`src/rtl/rv_fetch_pkg.sv`:
```
// rv_fetch_pkg: shared widths, state encoding and FIFO entry type for the fetch path
package rv_fetch_pkg;
    localparam int INST_W = 32;
    localparam logic [INST_W-1:0] NOP_INST = 32'h0000_0013;
    typedef enum logic [1:0] {FETCH, DRAIN, HALT} fetch_state_e;
    typedef struct packed {
        logic [INST_W-1:0] pc;
        logic [INST_W-1:0] data;
    } fetch_entry_t;
endpackage

```
`src/rtl/fetch_fifo.sv`:
```
// fetch_fifo: synchronous prefetch FIFO of {pc, data} entries with flush, no bypass
// Ports: clk, rst_n (async active-low); flush clears all entries and wins over push/pop;
//        push/pushEntry write at tail; pop advances head; head is the oldest entry;
//        count is the current fill level (0..DEPTH).
module fetch_fifo
    import rv_fetch_pkg::*;
#(
    parameter int DEPTH = 4
) (
    input  logic                         clk,
    input  logic                         rst_n,
    input  logic                         flush,
    input  logic                         push,
    input  fetch_entry_t                 pushEntry,
    input  logic                         pop,
    output fetch_entry_t                 head,
    output logic [$clog2(DEPTH+1)-1:0]   count
);
    localparam int AW = $clog2(DEPTH);
    localparam int CW = $clog2(DEPTH + 1);
    fetch_entry_t mem [DEPTH];
    logic [AW-1:0] rdPtr, wrPtr;
    // storage needs no reset: count gates every read of it
    always_ff @(posedge clk) begin
        if (push && !flush) mem[wrPtr] <= pushEntry;
    end
    always_ff @(posedge clk or negedge rst_n) begin
        if (!rst_n) begin
            rdPtr <= '0;
            wrPtr <= '0;
            count <= '0;
        end else if (flush) begin
            rdPtr <= '0;
            wrPtr <= '0;
            count <= '0;
        end else begin
            if (push) wrPtr <= wrPtr + AW'(1);
            if (pop) rdPtr <= rdPtr + AW'(1);
            count <= count + CW'(push) - CW'(pop);
        end
    end
    assign head = mem[rdPtr];
endmodule

```
`src/rtl/instr_fetch_unit.sv`:
```
// instr_fetch_unit: credit-limited instruction prefetcher with redirect flush and stale-response drop
// Ports: clk, rst_n (async active-low);
//        mem_req_valid/ready/addr: word-aligned read requests to instruction memory;
//        mem_resp_valid/data: in-order responses, always accepted;
//        inst_valid/ready/data/pc: FIFO head presented downstream;
//        redirect_valid/pc: one-cycle redirect pulse and new fetch address.
// Optional: FETCH_MISALIGN_CHECK_EN adds output fetch_misalign; a misaligned redirect
//           parks the unit in HALT until the next aligned redirect.
module instr_fetch_unit
    import rv_fetch_pkg::*;
#(
    parameter int          FIFO_DEPTH      = 4,
    parameter int          MAX_OUTSTANDING = 2,
    parameter logic [31:0] RESET_PC        = 32'h0000_0000
) (
    input  logic        clk,
    input  logic        rst_n,
    output logic        mem_req_valid,
    input  logic        mem_req_ready,
    output logic [31:0] mem_req_addr,
    input  logic        mem_resp_valid,
    input  logic [31:0] mem_resp_data,
    output logic        inst_valid,
    input  logic        inst_ready,
    output logic [31:0] inst_data,
    output logic [31:0] inst_pc,
    input  logic        redirect_valid,
    input  logic [31:0] redirect_pc
`ifdef FETCH_MISALIGN_CHECK_EN
    ,
    output logic        fetch_misalign
`endif
);
    localparam int CW = $clog2(FIFO_DEPTH + 1);
    localparam int OW = $clog2(MAX_OUTSTANDING + 1);
    fetch_state_e state, stateNext;
    logic [INST_W-1:0] fetchPc, respPc, alignedPc;
    logic [OW-1:0] outstanding, outNext, drop, dropNext;
    logic [CW-1:0] count, cntNext;
    logic reqFire, push, pop, misaligned, reqNext;
    fetch_entry_t head;

    fetch_fifo #(.DEPTH(FIFO_DEPTH)) fifo (
        .clk       (clk),
        .rst_n     (rst_n),
        .flush     (redirect_valid),
        .push      (push),
        .pushEntry ({respPc, mem_resp_data}),
        .pop       (pop),
        .head      (head),
        .count     (count)
    );

    // Next-state values feed the registered request valid, so it holds steady until accepted.
    always_comb begin
        reqFire = mem_req_valid && mem_req_ready;
        pop = inst_valid && inst_ready;
        push = mem_resp_valid && drop == '0 && !redirect_valid;
        alignedPc = redirect_pc & ~32'h3;
`ifdef FETCH_MISALIGN_CHECK_EN
        misaligned = redirect_pc[1:0] != 2'b00;
`else
        misaligned = 1'b0;
`endif
        outNext = outstanding + OW'(reqFire) - OW'(mem_resp_valid);
        // on redirect everything still in flight after this edge is stale
        dropNext = redirect_valid ? outNext : (mem_resp_valid && drop != '0) ? drop - OW'(1) : drop;
        stateNext = redirect_valid ? (misaligned ? HALT : (dropNext != '0 ? DRAIN : FETCH))
                  : (state == DRAIN && dropNext == '0) ? FETCH : state;
        cntNext = redirect_valid ? '0 : count + CW'(push) - CW'(pop);
        reqNext = stateNext == FETCH && int'(cntNext) + int'(outNext) < FIFO_DEPTH
                  && int'(outNext) < MAX_OUTSTANDING;
    end

    always_ff @(posedge clk or negedge rst_n) begin
        if (!rst_n) begin
            state <= FETCH;
            fetchPc <= RESET_PC;
            respPc <= RESET_PC;
            outstanding <= '0;
            drop <= '0;
            mem_req_valid <= 1'b0;
        end else begin
            state <= stateNext;
            outstanding <= outNext;
            drop <= dropNext;
            mem_req_valid <= reqNext;
            fetchPc <= redirect_valid ? alignedPc : reqFire ? fetchPc + 32'd4 : fetchPc;
            respPc <= redirect_valid ? alignedPc : push ? respPc + 32'd4 : respPc;
        end
    end

    assign mem_req_addr = fetchPc;
    assign inst_valid = count != '0;
    assign inst_data = inst_valid ? head.data : '0;
    assign inst_pc = inst_valid ? head.pc : '0;
`ifdef FETCH_MISALIGN_CHECK_EN
    assign fetch_misalign = state == HALT;
`endif
endmodule

```
`config.mk`:
```
export PLATFORM = sky130hd
export DESIGN_NAME = instr_fetch_unit
export DESIGN_NICKNAME = d
export VERILOG_FILES = /design/src/rtl/rv_fetch_pkg.sv /design/src/rtl/fetch_fifo.sv /design/src/rtl/instr_fetch_unit.sv
export SDC_FILE = /design/constraint.sdc
export NUM_CORES = 1
export LEC_CHECK = 0
export BUFFER_PORTS_ARGS = -buffer_cell sky130_fd_sc_hd__buf_2
export CORE_AREA = 2 2 188 190
export CTS_CLUSTER_DIAMETER = 30
export DETAILED_ROUTE_END_ITERATION = 8
export DIE_AREA = 0 0 190 192
export GPL_ROUTABILITY_DRIVEN = 0
export HOLD_SLACK_MARGIN = 0.06
export PLACE_DENSITY_LB_ADDON = 0.1
export SYNTH_ARGS = -nofsm -noshare
export SYNTH_HDL_FRONTEND = slang
export SYNTH_SLANG_ARGS = --single-unit
```
`constraint.sdc`:
```
create_clock -name clk -period 3.2 [get_ports clk]
set_input_delay 0.64 -clock clk [delete_from_list [all_inputs] [get_ports clk]]
set_output_delay 0.64 -clock clk [all_outputs]
set_load 0.03 [all_outputs]
```
==> results.toml <==
[critical_path]
worstSetupStartpointType = "flop"
cp_top_family = "flip-flops"
cp_max_fo = 35
end_kind = "primary output"
worstPathRequired_ps = 2560
cp.arrival_ps = 2410
path_buf_inv = 2
worstPathCellList = "buf_12, mux4_2, and2_1, buf_2"
cpPeakStageDelay_ps = 570
slowest_stage = "dfrtp_4"
critPathKind = "reg2out"

[clock_tree]
cts_buffer_depth = 3
numCtsBuffers = 76
htree_levels = 3
holdBufCountCts = 0
cts_tree = "built"
cts.sinks = 322
clk_root_buffer_cell = "clkbuf_16"
worstSkewPairLatency_ps = 570
cts.clk_slew.worst_paths_ps = 50

[synthesis]
syn_inst = 833
syn-cell-area_um2 = 13600
synth_edf_count = 248
yosys.area.top_type = "edfxtp_1"
yosysWarnings = 0
seq_area_frac_synth = 0.684
synth_seq_cells = 322
synth_area_leaders = "edfxtp_1, dfrtp_1, mux4_2"
synth_top_area_share = 0.548
ys.flop_type = "edfxtp_1"
synth-async-reset-ratio = 0.230
synth_cell_types = 46
syn_area_per_cell_um2 = 16.3

[final_layout]
final_common_cell = "edfxtp_1"
layout_common_cells = "edfxtp_1, buf_2, clkbuf_16"
final-instance-count-excl-fill = 1570
antenna_cells = 0
layout-drive-gt1-share = 0.375
final_nets = 1136
area_growth_pct = 30.0
final_util = 0.516

[status]
status = "finished clean"

[job]
drv_cap = 0

[placement]
placed_cells = 1426
port_buffers = 161
preCtsSetupSlack_ps = -57.3
post-dp-hpwl_mm = 17.8

[global_route]
grt_pass1_vias = 8594
overflow = 0
grt_usage = 0.173
antenna_found_initial = 0
grt_pass1_wl_mm = 48.2
grt_max_degree = 77

[route]
firstDrtPassIters = 4
vias = 8191
drt-initial-drc-count = 522
ant_nets = 0
wl_mm = 30.7
drc = 0
via_per_inst = 5.22
avgRoutedWirePerCell_um = 19.5

[die]
dieWidth_um = 190
dieArea_um2 = 36500
core_um2 = 34300
ioPinCount = 168
start_util = 0.397
chipHeight_um = 192
num_rows = 68

[timing]
min_period_over_period = 0.952
tns_ps = 0
tightest_slew_ps = 748
rsz0062_at_grt = "no"
setup_viol = 0
max-slew-margin-rel = 0.497
skew_ps = 17.5
fmax_ghz = 0.328
finalCriticalPeriod_ps = 3050
fin_ws_ps = 154
hold_viol_final = 0
slew_violations = 0

[hold_path]
hp-class = "in2async"

[power]
leakagePower_nw = 6.40
powerDensity_nw_per_um2 = 921
ir_drop_mv = 0.454
## routing by layer
| metal | GRT usage | wire, µm |
|---|---|---|
| met2 | 0.264 | 13800 |
| met4 | 0.0623 | 599 |
| met5 | 0 | 0 |
| met3 | 0.0453 | 2000 |
| met1 | 0.238 | 14200 |
## kinds of logic after synthesis
| family | after synthesis | synth area share |
|---|---|---|
| DFF | 322 | 0.684 |
| AOI/OAI and AO/OA | 79 | 0.0395 |
| other | 1 | 0.000276 |
| xor gates and xnor gates | 29 | 0.0187 |
| muxes | 83 | 0.120 |
| buffers and inverters | 62 | 0.0195 |
| and+or+nand+nor | 244 | 0.106 |
| adders and majority gates | 13 | 0.0125 |
## worst register-to-register path: cells and delay by family (launching register included)
| family | cells | cell delay [ps] |
|---|---|---|
| adder cells (fa/ha/maj) | 4 | 1230 |
| AND/OR/NAND/NOR | 3 | 600 |
| AO/OA/AOI/OAI | 3 | 580 |
| flip-flops | 1 | 380 |
| buffers and inverters | 2 | 100 |
## layout make-up
class,count,area [µm²]
fillers,2875,16600
flip-flops and latches,322,9300
multi-input cells,452,4080
clock buffers,85,2000
repair buffers,187,1100
clock inverters,55,574
well taps,455,569
inverters,14,52.6
## power by group
part / internal [mW] / leakage (nW) / switching (mW)
registers: 4.86 / 3.09 / 0.276
logic: 1.40 / 2.09 / 2.16
clock network: 5.16 / 1.23 / 2.42
total: 11.4 / 6.40 / 4.86
## synthesized netlist by cell type (8+ instances only)
master,number
edfxtp_1,248
dfrtp_1,74
and2_1,65
mux4_2,62
nor2_1,34
clkbuf_1,31
a31oi_1,23
or4_1,21
xnor2_1,21
nand2_1,20
mux2_2,19
nand3_1,17
o31ai_1,17
nand4_1,16
and4_1,14
inv_1,13
nor3_1,13
ha_1,12
a211oi_1,10
nor4_1,10
o21ai_0,10
a311oi_1,9
buf_2,8
nor2b_1,8
or3_1,8
xor2_1,8
## per-stage QoR
stage,power [mW],hold slack (ps),cell area [µm²]
after floorplan,7.63,344,13600
final,16.3,85.6,17700
after detailed placement,8.78,551,15100
after CTS,16.5,89.5,17700
after global placement,8.77,547,15100
after global routing,17.0,121,17700
## state kept, by name, indices dropped and copies added, names as in the netlist
signal / count
state: 2
mem_req_addr: 30
drop: 2
fifo.count: 3
mem_req_valid: 1
fifo.rdPtr: 2
fifo.mem: 248
fifo.wrPtr: 2
outstanding: 2
respPc: 30
## final timing paths
path / startpoint / to / slack (ps) / cells after the start
worst max-delay path: fifo.rdPtr[0] / inst_data[3] / 150 / 4
worst min-delay path: rst_n / mem_req_addr[21] / 90 / 1
worst max register to register: fifo.count[0] / mem_req_valid / 200 / 12
worst min register to register: drop[1] / drop[1] / 560 / 2
max in group asynchronous: rst_n / mem_req_addr[30] / 2520 / 2
min in group clk: mem_resp_data[31] / fifo.mem[2][31] / 300 / 1
## repair_timing
| action | 4_1_cts | 5_1_grt |
|---|---|---|
| resized for setup | 6 | 3 |
| hold endpoints to repair | 0 | 0 |
| setup endpoints to repair | 1 | 1 |
| setup buffers | 4 | 0 |
| pin swaps | 8 | 4 |
Power figures use the tool's default switching activity.
